**src/rtl/udc_param.sv**
```systemverilog
// Parametrised up/down counter with programmable width and modulus, synchronous
// clamped load, wrap/saturate at the limits, terminal-count pulse and sticky overflow.
module udc_param #(
    parameter int unsigned     WIDTH    = 4,
    parameter longint unsigned MODULUS  = 64'd16,
    parameter bit              SATURATE = 1'b0
) (
    input  logic             udc_clk,
    input  logic             udc_rst,
    input  logic             udc_en,
    input  logic             udc_up,
    input  logic             udc_load,
    input  logic [WIDTH-1:0] udc_din,
    input  logic             udc_clr_ovf,
    output logic [WIDTH-1:0] udc_out,
    output logic             udc_tc,
    output logic             udc_ovf
);

    // Limits are computed at 64 bits so MODULUS = 2^32 with WIDTH = 32 stays exact.
    localparam logic [63:0]      MOD_64  = 64'(MODULUS);
    localparam logic [63:0]      MAX_64  = MOD_64 - 64'd1;
    localparam logic [WIDTH-1:0] MAX_VAL = MAX_64[WIDTH-1:0];
    localparam logic [WIDTH-1:0] ZERO    = {WIDTH{1'b0}};
    localparam logic [WIDTH-1:0] ONE     = WIDTH'(1'b1);

    logic [WIDTH-1:0] out_q, out_d;
    logic             tc_q, tc_d;
    logic             ovf_q, ovf_d;
    logic [63:0]      din_64_s;
    logic             din_over_s;
    logic             limit_s;

    assign din_64_s   = {{(64-WIDTH){1'b0}}, udc_din};
    assign din_over_s = (din_64_s >= MOD_64);

    // Next-state: load beats count beats hold; a limit event sets tc and ovf.
    always_comb begin
        out_d   = out_q;
        limit_s = 1'b0;
        if (udc_load) begin
            if (din_over_s) begin
                out_d = MAX_VAL;
            end else begin
                out_d = udc_din;
            end
        end else if (udc_en) begin
            if (udc_up) begin
                if (out_q == MAX_VAL) begin
                    limit_s = 1'b1;
                    if (SATURATE) begin
                        out_d = out_q;
                    end else begin
                        out_d = ZERO;
                    end
                end else begin
                    out_d = out_q + ONE;
                end
            end else begin
                if (out_q == ZERO) begin
                    limit_s = 1'b1;
                    if (SATURATE) begin
                        out_d = out_q;
                    end else begin
                        out_d = MAX_VAL;
                    end
                end else begin
                    out_d = out_q - ONE;
                end
            end
        end else begin
            out_d = out_q;
        end
    end

    // Pulse and sticky flag; a coinciding set wins over clear.
    always_comb begin
        tc_d  = limit_s;
        ovf_d = ovf_q;
        if (limit_s) begin
            ovf_d = 1'b1;
        end else if (udc_clr_ovf) begin
            ovf_d = 1'b0;
        end else begin
            ovf_d = ovf_q;
        end
    end

    // State registers, cleared asynchronously.
    always_ff @(posedge udc_clk or negedge udc_rst) begin
        if (!udc_rst) begin
            out_q <= ZERO;
            tc_q  <= 1'b0;
            ovf_q <= 1'b0;
        end else begin
            out_q <= out_d;
            tc_q  <= tc_d;
            ovf_q <= ovf_d;
        end
    end

    assign udc_out = out_q;
    assign udc_tc  = tc_q;
    assign udc_ovf = ovf_q;

endmodule

```
**config.mk**
```make
export PLATFORM = sky130hd
export DESIGN_NAME = udc_param
export DESIGN_NICKNAME = d
export VERILOG_FILES = /design/src/rtl/udc_param.sv
export SDC_FILE = /design/constraint.sdc
export NUM_CORES = 1
export LEC_CHECK = 0
export BUFFER_PORTS_ARGS = -buffer_cell sky130_fd_sc_hd__buf_2
export CORE_AREA = 5 5 42 44
export CTS_CLUSTER_DIAMETER = 50
export DETAILED_ROUTE_END_ITERATION = 8
export DIE_AREA = 0 0 47 49
export PLACE_DENSITY = 0.67
export SETUP_SLACK_MARGIN = 0.1
export SLEW_MARGIN = 10
export SYNTH_ARGS = -nofsm -noshare
export SYNTH_HDL_FRONTEND = slang
export SYNTH_SLANG_ARGS = --single-unit
```
**constraint.sdc**
```tcl
create_clock -name udc_clk -period 1.7 [get_ports udc_clk]
set_input_delay 0.085 -clock udc_clk [delete_from_list [all_inputs] [get_ports udc_clk]]
set_output_delay 0.085 -clock udc_clk [all_outputs]
set_load 0.05 [all_outputs]
```
==> metrics <==
status finished, final reports clean; Vias/cell around 4.7; Post-synth top flop dfrtp_1; Detailed Route Iter0 Violations 4; # DRC 0; IO buf count 15; gp weighted congestion around 0.66; routed wire length approximately 890 µm; pin count of the biggest net entering global routing 10; Final #Nets 79; wire per inst ~11 µm; Pwr Total between 0.0004 and 0.0005 W; CP startpoint udc_out[1]$_DFFE_PN0P_; clk_lat worst skew 0.24 ns; TritonCTS clock tree done; Synth Instances between 40 and 50; cell taking the most area after synthesis dfrtp_1; DRT Pass-1 Iters 3; cts bufs inserted 3; critical path endpoint udc_out[0]$_DFFE_PN0P_; layout cells sized above 1 0.492; Final Hold Viols 0; Final Skew about 0.00095 ns; # IOs 16; Req. time, crit path 1.86 ns; antenna cell count 0; # H-tree levels 1; Critical Path AT roughly 1.7 ns; Reg area about 150 µm²; Final setup viols 0; slew margin rel. 0.810; placed insts a little under 80; Cell variety after synth 27; startpoint types flop; Fin Hold WS around 0.056 ns; Synth warnings 0; Syn Nets 59; R2R Path Start udc_out[1]$_DFFE_PN0P_; nature of the critical path endpoint flop; Pleak 0.286 nW; WHS Path Cells 3; clock slew at reported path FFs ~0.04 ns; routed vias between 300 and 400; Crit Path Class flop to flop; worst min path class input port to flop; number of synthesized flops with an enable pin 0; vias in the first global route 365; initial antenna violation count 0; final std cells w/o fill just over 80; ys async rst share 1.00; area of the multi-input gates ~260 µm²; final core utilization 0.411; root buf cell clkbuf_4; die area 2300 µm²; top-area cell type share of the netlist area 0.348; first-pass GRT wire length about 1500 µm; Antenna Nets Post-Route 0; Seq/Total Area, Yosys 0.348; P&R area growth vs syn 33.3%; FF-to-FF path depth 6; mapped cell area about 430 µm²; Initial Util 0.308; clk sink count 6; part of the cycle the worst path needs 0.890; PwrDens between 800 and 900 nW/µm²; layout filler cell count 147; Peak VDD IR between 0.4 and 0.5 mV; Synth Area per Inst roughly 9 µm²; top cells by area, synth dfrtp_1, ha_1, a21oi_1; worst-path cell chain inv_1 -> ha_4 -> or3b_4 -> a221oi_2 -> a21oi_1 -> o21ai_2; GR Overflow Total 0; capturing point of the worst reg2reg path udc_out[0]$_DFFE_PN0P_; slowest stage delay, CP 0.39 ns; clk buf depth 2; die width 47 µm; largest fanout on the critical path 3; Die Height 49 µm; min Tclk post-route approximately 1.5 ns; GRT Util Overall 0.0901; RSZ-0062 raised after global routing no; CP max stage cell dfrtp_2; max cap viols 0; Worst Max-Slew Pin Slew 0.285 ns; reg-to-reg slack, setup approximately 0.19 ns; Max Slew Vio Count 0; Core Area approximately 1400 µm²; Cell Rows 14; Yosys reg bits 6; Max Clk Rate 0.661 GHz
logic make-up after synthesis:
group           after synthesis  synth area share
flops                         6             0.348
compound gates               18             0.299
mux                           1            0.0232
buf+inv                       8            0.0927
xor+xnor                      2            0.0406
simple gates                 10             0.139
fa+ha+maj                     2            0.0580
synth_stat cells, drive strengths merged (2+ instances only):
library cell / number
ha: 2
inv: 4
o21ai: 5
o31ai: 2
nor2: 2
a21o: 2
nand2: 3
buf: 3
dfrtp: 6
a21oi: 4
critical path, delay by kind of cell (launching register included):
| family | cells | cell delay (ns) |
|---|---|---|
| AOI/OAI and AO/OA | 3 | 0.45 |
| and+or+nand+nor | 1 | 0.38 |
| buffers and inverters | 1 | 0.09 |
| DFF | 1 | 0.39 |
| adders and majority gates | 1 | 0.14 |
timing repair:
| action | CTS | global route |
|---|---|---|
| hold endpoints to repair | 6 | 0 |
| setup buffers | 0 | 0 |
| gates resized for setup | 0 | 1 |
| setup endpoints to repair | 0 | 1 |
| hold buffers | 1 | 0 |
cell type report:
class / count / area share
timing repair buffer: 19 / 0.187
sequential: 6 / 0.265
clock buffer: 3 / 0.0391
tap: 16 / 0.0348
inverter: 4 / 0.0261
multi-input combinational: 33 / 0.448
worst min path at each step:
stage          startpoint                      to
2_1_floorplan     udc_rst  udc_out[0]$_DFFE_PN0P_
3_3_place_gp      udc_rst  udc_out[3]$_DFFE_PN0P_
3_5_place_dp      udc_rst        udc_tc$_DFF_PN0_
4_1_cts        udc_din[0]  udc_out[0]$_DFFE_PN0P_
5_1_grt        udc_din[0]  udc_out[0]$_DFFE_PN0P_
6_report       udc_din[0]  udc_out[0]$_DFFE_PN0P_
metrics by stage:
stage	setup slack [ns]	TNS, ns	cell area (µm²)
detailed placement	0.190	0	539
finish	0.188	0	576
CTS	0.175	0	572
floorplan	-0.0166	-0.0166	453
global placement	0.215	0	539
global route	0.103	0	576
power breakdown:
| group | switching (W) | leakage, nW | total (W) | internal, W |
|---|---|---|---|---|
| combinational | 0.000119 | 0.199 | 0.000200 | 0.0000810 |
| clock | 0.0000449 | 0.0138 | 0.000124 | 0.0000794 |
| sequential | 0.0000140 | 0.0733 | 0.000172 | 0.000158 |
layout by cell type (no fill, tap or decap):
cell type      netlist  layout
a21boi_0             1       1
a21o_1               2       2
a21oi_1              4       4
a221oi_2             1       1
a31o_2               1       1
buf_2                2      15
buf_4                0       3
clkbuf_4             0       3
dfrtp_1              6       4
dfrtp_2              0       2
dlygate4sd3_1        0       1
ha_1                 2       1
ha_4                 0       1
inv_1                4       3
inv_2                0       1
mux2i_1              1       1
nand2_1              3       3
nand3_1              1       1
nand4_1              1       1
nor2_1               2       2
nor2b_1              1       1
nor3b_2              1       1
o21ai_0              3       3
o21ai_2              1       2
o21ba_2              1       1
o221ai_1             1       1
o31ai_1              2       2
or3b_4               1       1
xnor2_1              1       1
xor2_1               1       1
sequential cells by signal (all words and copies together) (netlist names):
| signal | cells |
|---|---|
| udc_ovf | 1 |
| udc_tc | 1 |
| udc_out | 4 |
metal layers:
metal / vias to the layer above / global-route usage / part of all wire
li1: 202 / - / -
met1: 170 / 0.110 / 0.46
met4: 0 / 0.0553 / 0
met5: - / 0 / 0
met3: 0 / 0.0258 / 0.049
met2: 9 / 0.133 / 0.49
Power figures use the tool's default switching activity.
